[src/rtl/pwm_ctrl_pkg.sv]
// Shared definitions for the PWM duty-ramp controller.
//   state_t      : controller states (IDLE, HI, LO)
//   DEF_DUTY_W   : default width of duty values
//   DEF_DUTY_MAX : default highest duty step (10 = 100 %)
//   sat_step()   : +1 / -1 on a duty value, saturating to 0..duty_max
package pwm_ctrl_pkg;

    localparam int DEF_DUTY_W   = 4;
    localparam int DEF_DUTY_MAX = 10;

    typedef enum logic [1:0] {
        IDLE = 2'd0,
        HI   = 2'd1,
        LO   = 2'd2
    } state_t;

    // The shadow must never wrap: a step past either end stays at the end.
    function automatic int sat_step(input int duty, input logic up, input int duty_max);
        if (up) begin
            return (duty >= duty_max) ? duty_max : duty + 1;
        end
        return (duty <= 0) ? 0 : duty - 1;
    endfunction

endpackage

[src/rtl/pwm_step_timer.sv]
// Loadable down-counter that times the high and low phases of each step.
//   clk      : clock
//   rst      : synchronous active-high reset
//   load     : load load_val this cycle (takes priority over counting)
//   load_val : phase length in cycles, >= 1
//   expire   : high during the last cycle of the loaded phase
module pwm_step_timer #(
    parameter int CNT_W = 2
) (
    input  logic             clk,
    input  logic             rst,
    input  logic             load,
    input  logic [CNT_W-1:0] load_val,
    output logic             expire
);

    logic [CNT_W-1:0] count;

    // NOTE: registers are updated with non-blocking assignments so every
    // flop samples the values from before the edge, independent of order.
    always_ff @(posedge clk) begin
        if (rst) begin
            count <= '0;
        end else if (load) begin
            count <= load_val;
        end else if (count != '0) begin
            count <= count - CNT_W'(1);
        end
    end

    // A phase loaded with N reads N, N-1, ..., 1, so count==1 is its last cycle.
    assign expire = (count == CNT_W'(1));

endmodule

[src/rtl/pwm_duty_ramp_ctrl.sv]
// Sequences the PWM generator's increase/decrease step inputs. A host target
// (clamped to DUTY_MAX) or a single manual step becomes a train of pulses,
// each PULSE_HI cycles high followed by PULSE_LO cycles low, while a shadow
// copy of the generator's duty is kept in step.
//   clk, rst                        : clock, synchronous active-high reset
//   tgt_valid/tgt_ready/tgt_duty    : host target handshake (ready == IDLE)
//   step_up, step_dn                : manual single-step requests (IDLE only)
//   abort                           : stop after the step in progress
//   increase_duty, decrease_duty    : generator step inputs (never both high)
//   duty_shadow                     : tracked duty
//   busy                            : not in IDLE
//   done                            : one-cycle completion pulse
module pwm_duty_ramp_ctrl
    import pwm_ctrl_pkg::*;
#(
    parameter int DUTY_W    = DEF_DUTY_W,
    parameter int DUTY_MAX  = DEF_DUTY_MAX,
    parameter int DUTY_INIT = 5,
    parameter int PULSE_HI  = 2,
    parameter int PULSE_LO  = 2
) (
    input  logic              clk,
    input  logic              rst,
    input  logic              tgt_valid,
    output logic              tgt_ready,
    input  logic [DUTY_W-1:0] tgt_duty,
    input  logic              step_up,
    input  logic              step_dn,
    input  logic              abort,
    output logic              increase_duty,
    output logic              decrease_duty,
    output logic [DUTY_W-1:0] duty_shadow,
    output logic              busy,
    output logic              done
);

    localparam int CNT_MAX = (PULSE_HI > PULSE_LO) ? PULSE_HI : PULSE_LO;
    localparam int CNT_W   = $clog2(CNT_MAX + 1);

    localparam logic [DUTY_W-1:0] MAX_D  = DUTY_W'(DUTY_MAX);
    localparam logic [DUTY_W-1:0] INIT_D = DUTY_W'(DUTY_INIT);
    localparam logic [CNT_W-1:0]  HI_LEN = CNT_W'(PULSE_HI);
    localparam logic [CNT_W-1:0]  LO_LEN = CNT_W'(PULSE_LO);

    state_t            state;
    logic [DUTY_W-1:0] shadow;
    logic [DUTY_W-1:0] target;
    logic              dir_up;
    logic              abort_flag;
    logic              inc_q;
    logic              dec_q;
    logic              done_q;

    logic [DUTY_W-1:0] clamped;
    logic [DUTY_W-1:0] shadow_up;
    logic [DUTY_W-1:0] shadow_dn;
    logic              tgt_moves;
    logic              up_take;
    logic              dn_take;
    logic              ramp_end;

    logic              tmr_load;
    logic [CNT_W-1:0]  tmr_val;
    logic              tmr_expire;

    assign clamped   = (tgt_duty > MAX_D) ? MAX_D : tgt_duty;
    assign shadow_up = DUTY_W'(sat_step(int'(shadow), 1'b1, DUTY_MAX));
    assign shadow_dn = DUTY_W'(sat_step(int'(shadow), 1'b0, DUTY_MAX));
    assign tgt_moves = tgt_valid && (clamped != shadow);

    // Manual steps lose to a target in the same cycle, cancel each other when
    // both are high, and are dropped when they would saturate.
    assign up_take = !tgt_valid && step_up && !step_dn && (shadow < MAX_D);
    assign dn_take = !tgt_valid && step_dn && !step_up && (shadow != '0);

    // Evaluated on the last LO cycle; an abort arriving in that very cycle
    // still stops the ramp.
    assign ramp_end = (shadow == target) || abort_flag || abort;

    // NOTE: every signal assigned in always_comb gets a default first, so no
    // path leaves it unassigned and no latch is inferred.
    always_comb begin
        tmr_load = 1'b0;
        tmr_val  = HI_LEN;
        case (state)
            IDLE: tmr_load = tgt_moves || up_take || dn_take;
            HI: begin
                tmr_load = tmr_expire;
                tmr_val  = LO_LEN;
            end
            LO:      tmr_load = tmr_expire && !ramp_end;
            default: tmr_load = 1'b0;
        endcase
    end

    pwm_step_timer #(
        .CNT_W (CNT_W)
    ) u_timer (
        .clk      (clk),
        .rst      (rst),
        .load     (tmr_load),
        .load_val (tmr_val),
        .expire   (tmr_expire)
    );

    always_ff @(posedge clk) begin
        if (rst) begin
            state      <= IDLE;
            shadow     <= INIT_D;
            target     <= INIT_D;
            dir_up     <= 1'b0;
            abort_flag <= 1'b0;
            inc_q      <= 1'b0;
            dec_q      <= 1'b0;
            done_q     <= 1'b0;
        end else begin
            done_q <= 1'b0;
            case (state)
                IDLE: begin
                    if (tgt_valid) begin
                        if (clamped == shadow) begin
                            done_q <= 1'b1;
                        end else begin
                            target <= clamped;
                            dir_up <= (clamped > shadow);
                            inc_q  <= (clamped > shadow);
                            dec_q  <= (clamped < shadow);
                            state  <= HI;
                        end
                    end else if (up_take) begin
                        target <= shadow_up;
                        dir_up <= 1'b1;
                        inc_q  <= 1'b1;
                        state  <= HI;
                    end else if (dn_take) begin
                        target <= shadow_dn;
                        dir_up <= 1'b0;
                        dec_q  <= 1'b1;
                        state  <= HI;
                    end
                end
                HI: begin
                    if (abort) begin
                        abort_flag <= 1'b1;
                    end
                    // The generator registers the step as the pulse ends, so
                    // the shadow moves at the same moment.
                    if (tmr_expire) begin
                        shadow <= dir_up ? shadow_up : shadow_dn;
                        inc_q  <= 1'b0;
                        dec_q  <= 1'b0;
                        state  <= LO;
                    end
                end
                LO: begin
                    if (abort) begin
                        abort_flag <= 1'b1;
                    end
                    if (tmr_expire) begin
                        if (ramp_end) begin
                            abort_flag <= 1'b0;
                            done_q     <= 1'b1;
                            state      <= IDLE;
                        end else begin
                            inc_q <= dir_up;
                            dec_q <= !dir_up;
                            state <= HI;
                        end
                    end
                end
                default: begin
                    inc_q <= 1'b0;
                    dec_q <= 1'b0;
                    state <= IDLE;
                end
            endcase
        end
    end

    assign tgt_ready     = (state == IDLE);
    assign busy          = (state != IDLE);
    assign increase_duty = inc_q;
    assign decrease_duty = dec_q;
    assign duty_shadow   = shadow;
    assign done          = done_q;

endmodule

[config.mk]
export PLATFORM = sky130hd
export DESIGN_NAME = pwm_duty_ramp_ctrl
export DESIGN_NICKNAME = d
export VERILOG_FILES = /design/src/rtl/pwm_ctrl_pkg.sv /design/src/rtl/pwm_step_timer.sv /design/src/rtl/pwm_duty_ramp_ctrl.sv
export SDC_FILE = /design/constraint.sdc
export NUM_CORES = 1
export LEC_CHECK = 0
export ABC_CLOCK_PERIOD_IN_PS = 4100
export BUFFER_PORTS_ARGS = -buffer_cell sky130_fd_sc_hd__buf_2
export CAP_MARGIN = 25
export CORE_MARGIN = 1
export CORE_UTILIZATION = 45
export DETAILED_ROUTE_END_ITERATION = 16
export MAX_ROUTING_LAYER = met4
export REMOVE_ABC_BUFFERS = 1
export SYNTH_ARGS = -nofsm -noshare
export SYNTH_HDL_FRONTEND = slang
export SYNTH_SLANG_ARGS = --single-unit
[constraint.sdc]
create_clock -name clk -period 4.1 [get_ports clk]
set_clock_uncertainty 0.15 [all_clocks]
set_input_delay 0.82 -clock clk [delete_from_list [all_inputs] [get_ports clk]]
set_output_delay 0.82 -clock clk [all_outputs]
set_load 0.1 [all_outputs]
# Word-level counts from Yosys, hierarchy flattened
# Cells that the tools add are included.
# W data, S select, Z words.
[classes]
add_sub_neg = 3
n_mul = 0
div_mod_pow = 0
order_cmp = 6
eq_ne = 15
shifts = 0
muxes = 45
bitwise_logic = 0
n_reduce_logical = 30
[op_table]
columns = ["op", "n"]
rows = [
  ["$mux W4", 8],
  ["$mux W1", 23],
  ["$mux W2", 8],
  ["$pmux W1 S3", 3],
  ["$eq A4 B4 Y1", 2],
  ["$logic_and A1 B1 Y1", 8],
  ["$ne A2 B2 Y1 const B", 4],
  ["$reduce_bool A2 Y1", 4],
  ["$ne A3 B2 Y1 const B", 2],
  ["$ne A3 B3 Y1 const B", 2],
  ["$pmux W2 S3", 1],
  ["$reduce_and A6 Y1", 1],
  ["$logic_not A1 Y1", 5],
  ["$reduce_and A5 Y1", 1],
  ["$add A4 B1 Y4 const B", 1],
  ["$eq A2 B1 Y1 const B", 2],
  ["$ge A4 B4 Y1 const B", 1],
  ["$gt A4 B4 Y1", 1],
  ["$gt A4 B4 Y1 const B", 1],
  ["$le A4 B1 Y1 const B", 1],
  ["$logic_or A1 B1 Y1", 4],
  ["$lt A4 B4 Y1", 1],
  ["$lt A4 B4 Y1 const B", 1],
  ["$ne A4 B2 Y1 const B", 1],
  ["other kinds (12)", 13],
]
[word_totals]
reg_bits = 17
latchBits = 0
ramBits = 0
romBits = 0
input_bits = 10
out_inout_bits = 9
word_cells = 109
mem_count = 0

# Logic depth before layout (Yosys ltp)
# Gate-level depths: netlist (run 1).
[logic_depth]
depth_word = 8
ltp_mapped = 8
mapped_depth_nobuf = 7

# Hierarchy
# Synthesis (run 1) repeated with hierarchy kept, for this count alone.
[unflattened]
hier_cells = 174
hier_area_um2 = 1391.3
[by_module_without_submodules]
columns = ["module", "n_inst", "cells_per_inst", "area_per_inst_um2", "seq_area_each_um2"]
rows = [
  ["pwm_duty_ramp_ctrl", 1, 161, 1257.5, 300.3],
  ["pwm_step_timer", 1, 13, 133.9, 40.0],
]

# Worst setup path before layout (run 1)
# OpenSTA, ideal clock, no wires.
[synth_timing]
kind = "register to register"
from = "reg shadow[3], in the netlist duty_shadow[3]"
to = "reg u_timer.count[1]"
setup_ns = 0.116
t_arrival_ns = 2.752
required_time_ns = 3.834
slack_ns = 1.082
stages_incl_launch_ff = 9
path_buffers = 2
path_cell_list = "dfxtp_1 > buf_1 > inv_1 > ha_1 > nand4_1 > a222oi_1 > buf_4 > nor2_4 > o211a_1"
[synth_via]
elab_chain_cells = 7
[synth_rtl]
columns = ["element", "line_no", "source"]
rows = [
  ["start: declaration", "pwm_duty_ramp_ctrl.sv:46", "logic [DUTY_W-1:0] shadow;"],
  ["start signal: assignment", "pwm_duty_ramp_ctrl.sv:149", "shadow <= dir_up ? shadow_up : shadow_dn;"],
  ["branches (longest 5 deep; another with $lt A4 B4 Y1)", "n/a", ""],
  ["$pmux W1 S3 *", "pwm_duty_ramp_ctrl.sv:85", "case (state)"],
  ["$mux W2 / $reduce_bool A2 Y1 (equally long branches)", "n/a", ""],
  ["end signal: assignment", "pwm_step_timer.sv:25", "count <= load_val;"],
  ["end signal: assignment", "pwm_step_timer.sv:27", "count <= count - CNT_W'(1);"],
  ["end: declaration", "pwm_step_timer.sv:17", "logic [CNT_W-1:0] count;"],
]
# Every way passes the cells marked *.
# A chain may end at the register's enable or synchronous reset.

# Worst setup path in the final report (run 1)
[layout_timing]
from = "reg state[0]"
to = "out busy"
[layout_via]
elab_chain_cells = 1
[layout_rtl]
columns = ["element", "line_no", "source"]
rows = [
  ["start: declaration", "pwm_duty_ramp_ctrl.sv:45", "state_t state;"],
  ["start signal: assignment", "pwm_duty_ramp_ctrl.sv:108", "state <= IDLE;"],
  ["start signal: assignment", "pwm_duty_ramp_ctrl.sv:128", "state <= HI;"],
  ["start signal: assignment", "pwm_duty_ramp_ctrl.sv:134", "state <= HI;"],
  ["$reduce_bool A2 Y1", "pwm_duty_ramp_ctrl.sv:181", "assign busy = (state != IDLE);"],
  ["end: declaration", "pwm_duty_ramp_ctrl.sv:33", "output logic busy,"],
]
# No other way between the ends.

==> results by group, run 1 <==
STA
  • RSZ-0062 raised after global routing: false
  • Count of pins over their slew limit: 0
  • Slew of the pin with the lowest slew margin: approximately 0.57 ns
  • Fin crit share: 67.7%
  • Max frequency: about 360 MHz
  • Max-slew headroom: roughly 62%
  • Final setup viols: 0
  • Shortest period the worst path allows: 2.78 ns
  • Setup TNS: 0 ns
  • Hold Violations, Final: 0
  • Min Hold Slack: approximately 0.32 ns

Synth
  • Cell taking the most area after synthesis: dfxtp_1
  • Library cells used by synthesis: 57
  • Register area share after synthesis: a little under a quarter
  • Avg Cell Area, Syn: approximately 8.4 um^2
  • YS warnings: 0
  • Ys flop type: dfxtp_1
  • Async S/R FF share, synth: 0%
  • Synthesized area: around 1400 um^2
  • Area contributors post-synth: dfxtp_1, ha_1, nand2_1
  • Post-synth top cells: dfxtp_1, nand2_1, inv_1, ha_1, nor2_1
  • Synth Register Bits: 17
  • Synth top area share: between 20% and 30%
  • Post-synth EDFFs: 0
  • Mapped Cells: about 170
  • Most common cell in the netlist: dfxtp_1

Die
  • Io pins: 19
  • Starting Density: 47.1%
  • Die Width: 58.5 um
  • Die Area: ~3400 um^2
  • Die height: a little under 60 um
  • Placement row count: 20
  • Core area: 3050 um^2

Cells and area
  • Register area: ~340 um^2
  • Final Util: between 50 and 60%
  • Area growth syn-to-layout: 9.05%
  • Multi-input gate area: about 990 um^2
  • Nets: slightly above 200
  • Filler Cells Inserted: ~330
  • Post-route cell area: between 1500 and 2000 um^2
  • Antenna diodes: 0
  • Ratio of cells with drive above 1 in the final layout: approximately a fifth

Critical path
  • Critical R2R Launch: duty_shadow[3]$_SDFFE_PP0P_
  • CP Launch Type: flip-flop
  • Largest stage delay, worst path: 0.47 ns
  • Worst Path Arrival: roughly 1.8 ns
  • Worst reg2reg path depth: 7
  • Crit path depth: 4
  • Worst setup path startpoint: state[0]$_SDFFE_PP0P_
  • Slowest CP cell: buf_2
  • Reg2reg end: u_timer.count[1]$_SDFFE_PP0P_
  • Crit path to: busy
  • Setup CP Type: flip-flop to output pin
  • Critical path capture point type: output pin
  • WP buf/inv: 3
  • Reg2Reg Setup Slack: around 1.5 ns
  • Crit-path leading delay family: buffers and inverters
  • Crit path max fanout: 10
  • Worst path cell trace: inv_1, ha_1, inv_2, buf_2
  • WP data required: 3.13 ns

Global routing
  • Global-route wire length before repair: around 6400 um
  • Initial antenna violation count: 0
  • Total track usage: 25.5%
  • Vias in the first global route: ~1300
  • Largest net degree at the start of global routing: 19
  • GRT overflow: 0

Pwr
  • Pwr/cell area: 572 nW/um^2
  • Total Power: around 900 uW
  • Peak supply drop: about 500 uV
  • Leakage power: around 0.64 nW

Route
  • DR pass1 iterations: 5
  • DRC viols: 0
  • Via count: between 1000 and 1500
  • Detailed Route Iter0 Violations: 88
  • Drt via density: approximately 6.2
  • Final wirelength: just under 4000 um
  • Antenna Nets Post-Route: 0
  • Routed wire per std cell: roughly 17 um

Clock network
  • Postcts setup bufs: 0
  • Worst-path clk slew: about 0.11 ns
  • H-tree levels: 1
  • Clock Tree Buf Depth: 2
  • Post-cts repair resize count: 0
  • Clock Sinks: 17
  • Total CTS buffers: 3
  • CTS tree: built
  • Clock Latency Late Sink: 0.30 ns
  • CTS root buf: clkbuf_4
  • CTS hold repair buffers: 0

Run
  • Maxcap violations: 0

Hold path
  • Hold Path Class: flip-flop to flip-flop

Outcome
  • Status: finished, final reports clean

Placed design
  • Placed Area: 1540 um^2
  • HPWL after DPL: ~3000 um
  • Port bufs: 18
  • GPL Wtd Cong: approximately 0.93
[flip-flops by register name, indices dropped and copies added, names as in the netlist]
name,flops
abort_flag,1
decrease_duty,1
dir_up,1
done,1
duty_shadow,4
increase_duty,1
state,2
target,4
u_timer.count,2
[logic make-up after synthesis]
| logic type | synth area share, % |
|---|---|
| AOI/OAI and AO/OA | 35.7 |
| and+or+nand+nor | 19.3 |
| buffers and inverters | 7.14 |
| DFF | 23.7 |
| adders and majority gates | 10.4 |
| xor gates and xnor gates | 3.05 |
| muxes | 0.696 |
[worst min-delay path by stage]
stage	slack, ns	to	start	cells after the start
final	0.32	increase_duty$_SDFFE_PP0P_	increase_duty$_SDFFE_PP0P_	2
after global routing	0.35	increase_duty$_SDFFE_PP0P_	increase_duty$_SDFFE_PP0P_	2
after CTS	0.33	increase_duty$_SDFFE_PP0P_	increase_duty$_SDFFE_PP0P_	2
after detailed placement	0.31	increase_duty$_SDFFE_PP0P_	increase_duty$_SDFFE_PP0P_	2
after global placement	0.32	increase_duty$_SDFFE_PP0P_	increase_duty$_SDFFE_PP0P_	2
after floorplan	0.31	u_timer.count[0]$_SDFFE_PP0P_	u_timer.count[1]$_SDFFE_PP0P_	1
[layout make-up]
type | count | share of cell area [%]
clock buffer | 3 | 1.44
clock inverter | 1 | 0.319
inverter | 14 | 3.35
multi-input combinational | 130 | 63.4
sequential | 17 | 21.7
tap | 44 | 3.51
timing repair buffer | 19 | 6.23
[tightest hold or removal path: stages, from the launching register on]
cell and delay [ns]:
dfxtp_1 0.33, inv_1 0.05, a221oi_1 0.06
[layout by cell type (no fill, tap or decap), types with 3 or more instances in the layout]
cell / n
inv_1: 13
o21ai_0: 5
xor2_1: 5
o211ai_1: 5
buf_2: 18
a311oi_2: 3
nor2_1: 12
a21oi_1: 8
nand2_1: 14
dfxtp_1: 17
o21a_1: 4
nand3_1: 5
nor2b_1: 4
clkbuf_4: 3
ha_1: 12
[power by group]
part	switching [mW]	internal [mW]	leakage (nW)	total, mW
combinational	0.398	0.162	0.480	0.560
clock	0.0592	0.0363	0.0177	0.0955
sequential	0.0363	0.205	0.139	0.242
[per-layer routing]
layer / GRT usage (%) / vias to the layer above / part of all wire, %
met5: - / - / 0
met2: 42.7 / 57 / 50
met4: 9.86 / 0 / 2.1
met1: 32.1 / 684 / 42
met3: 2.20 / 8 / 6.1
li1: - / 674 / -
[through the flow]
step / instances / worst slack [ns]
after global placement: 224 / 1.24
final: 228 / 1.32
after detailed placement: 224 / 1.13
after global routing: 228 / 1.26
after CTS: 228 / 1.33
after floorplan: 161 / 0.731
Note: power is estimated with default switching activity, not from simulation.
==> run 2: changes to the inputs <==
- ABC_CLOCK_PERIOD_IN_PS: 4100 -> 2460
- PLACE_DENSITY: unset -> 0.67
- clock period: 4.1 -> 2.46 ns (I/O delays scaled with it)
==> run 2 against run 1 <==
Against the previous run: final cell count grew 3.1%; die area did not move; wire length shrank 9.8%; clock power up 59%; critical path depth stayed put; register-to-register slack worse by 1.3 ns; first-iteration DRC count grew 2.3%; core utilization rose by 1.7 points; largest power group unchanged; highest routed layer unchanged.
==> results by group, run 2 (same netlist as run 1, synthesis figures left out) <==
Cells and area
  • Most frequent cells in the layout: buf_2, dfxtp_1, nand2_1, inv_1
  • Filler Cells Inserted: 310
  • Multi-input gate area: roughly 990 um^2
  • Most common cell after layout, fill and taps aside: buf_2
  • Nets: roughly 210
  • Post-route cell area: around 1600 um^2
  • Antenna diodes: 0
  • Ratio of cells with drive above 1 in the final layout: a little over a fifth
  • Area growth syn-to-layout: 12.6%
  • Register area: around 340 um^2

Pwr
  • Logic pwr share: a little over three fifths
  • Internal: 680 uW
  • NetSw: roughly 800 uW
  • Leakage power: 0.668 nW
  • Clock Power Share: about a tenth
  • Sequential share of power: ~27%
  • Pwr/cell area: 911 nW/um^2
  • Total Power: approximately 1.5 mW
  • Sw Ratio: approximately 54%
  • Peak supply drop: approximately 680 uV

Critical path
  • Largest stage delay, worst path: 0.46 ns
  • Worst Path Arrival: around 1.8 ns
  • Worst path cell trace: inv_1, ha_1, inv_2, buf_2
  • CP Launch Type: flip-flop
  • Setup CP Type: flip-flop to output pin
  • WP data required: around 1.8 ns
  • WP buf/inv: 3
  • Crit path max fanout: 10
  • Crit-path leading delay family: buffers and inverters
  • Slowest CP cell: buf_2
  • Critical path capture point type: output pin

Die
  • Io pins: 19
  • Die Area: 3420 um^2
  • Die Width: between 50 and 60 um
  • Starting Density: 47.1%
  • Die height: 58.5 um
  • Placement row count: 20
  • Core area: 3050 um^2

Global routing
  • Global-route wire length before repair: about 6000 um
  • GRT overflow: 0
  • Vias in the first global route: between 1000 and 1500
  • Total track usage: roughly a quarter
  • Largest net degree at the start of global routing: 19
  • Initial antenna violation count: 0

STA
  • Fin crit share: 97.1%
  • Max frequency: 419 MHz
  • RSZ-0062 raised after global routing: false
  • Slew of the pin with the lowest slew margin: 0.487 ns
  • Max-slew headroom: 67.8%
  • Final setup viols: 0
  • Shortest period the worst path allows: roughly 2.4 ns
  • Hold Violations, Final: 0
  • Count of pins over their slew limit: 0

Clock network
  • Worst-path clk slew: about 0.1 ns
  • Clock Tree Buf Depth: 2
  • CTS root buf: clkbuf_4
  • Postcts setup bufs: 0
  • Post-cts repair resize count: 0
  • H-tree levels: 1
  • Total CTS buffers: 3
  • Clock Sinks: 17
  • CTS hold repair buffers: 0
  • CTS tree: built
  • Clock Latency Late Sink: slightly below 0.3 ns

Placed design
  • HPWL after DPL: ~2800 um
  • Port bufs: 18
  • GPL Wtd Cong: 0.897
  • Placed Area: 1590 um^2

Hold path
  • Hold Path Class: flip-flop to flip-flop

Route
  • DR pass1 iterations: 5
  • Via count: roughly 1400
  • Detailed Route Iter0 Violations: 90
  • DRC viols: 0
  • Drt via density: 5.98
  • Routed wire per std cell: approximately 15 um
  • Final wirelength: ~3600 um
  • Antenna Nets Post-Route: 0

Outcome
  • Status: finished, final reports clean

Run
  • Maxcap violations: 0
[run 2: cell count changes in the layout (fill, tap and decap cells not counted), sizes merged]
| cell | before | now |
|---|---|---|
| buf | 19 | 26 |
| clkbuf | 3 | 4 |
| clkinv | 1 | 0 |
[run 2: through the flow]
step	hold slack (ns)	worst slack, ns	setup TNS [ns]	std cells	util [%]
6_report	0.326	0.0714	0	235	53.0
4_1_cts	0.334	0.0807	0	235	53.0
3_5_place_dp	0.313	-0.0466	-0.0572	231	52.2
2_1_floorplan	0.311	-0.909	-6.43	161	-
3_3_place_gp	0.305	0.0759	0	231	52.2
5_1_grt	0.378	0.0341	0	235	53.0
[run 2: power by group through the flow]
stage / registers [mW] / logic [mW] / clock network, mW
after floorplan: 0.523 / 0.630 / 0
after global placement: 0.400 / 0.902 / 0
after detailed placement: 0.403 / 0.919 / 0
after CTS: 0.397 / 0.923 / 0.154
after global routing: 0.408 / 0.986 / 0.162
final: 0.398 / 0.925 / 0.152
[run 2: final timing paths]
check / slack (ns) / endpoint / cells past startpoint / start
hold reg to reg: 0.33 / increase_duty$_SDFFE_PP0P_ / 2 / increase_duty$_SDFFE_PP0P_
setup reg to reg: 0.25 / dir_up$_SDFFE_PP0P_ / 7 / duty_shadow[0]$_SDFFE_PP1P_
hold / removal: 0.33 / increase_duty$_SDFFE_PP0P_ / 2 / increase_duty$_SDFFE_PP0P_
setup / recovery: 0.07 / busy / 4 / state[0]$_SDFFE_PP0P_
[run 2: layout make-up]
type | count | area share, %
Multi-Input combinational cell | 130 | 61.4
Sequential cell | 17 | 21.0
Clock buffer | 4 | 1.62
Tap cell | 44 | 3.40
Inverter | 14 | 3.25
Timing Repair Buffer | 26 | 9.27
[run 2: worst min-delay path, cell delays in order (launching register included)]
cell and delay [ns]:
dfxtp_1 0.32, inv_1 0.05, a221oi_1 0.06
[run 2: layer usage]
metal / track usage [%] / up-vias / wire (um)
li1: - / 690 / -
met1: 32.2 / 624 / 1670
met2: 36.3 / 80 / 1530
met3: 3.08 / 11 / 303
met4: 7.14 / 0 / 71
met5: - / - / 0
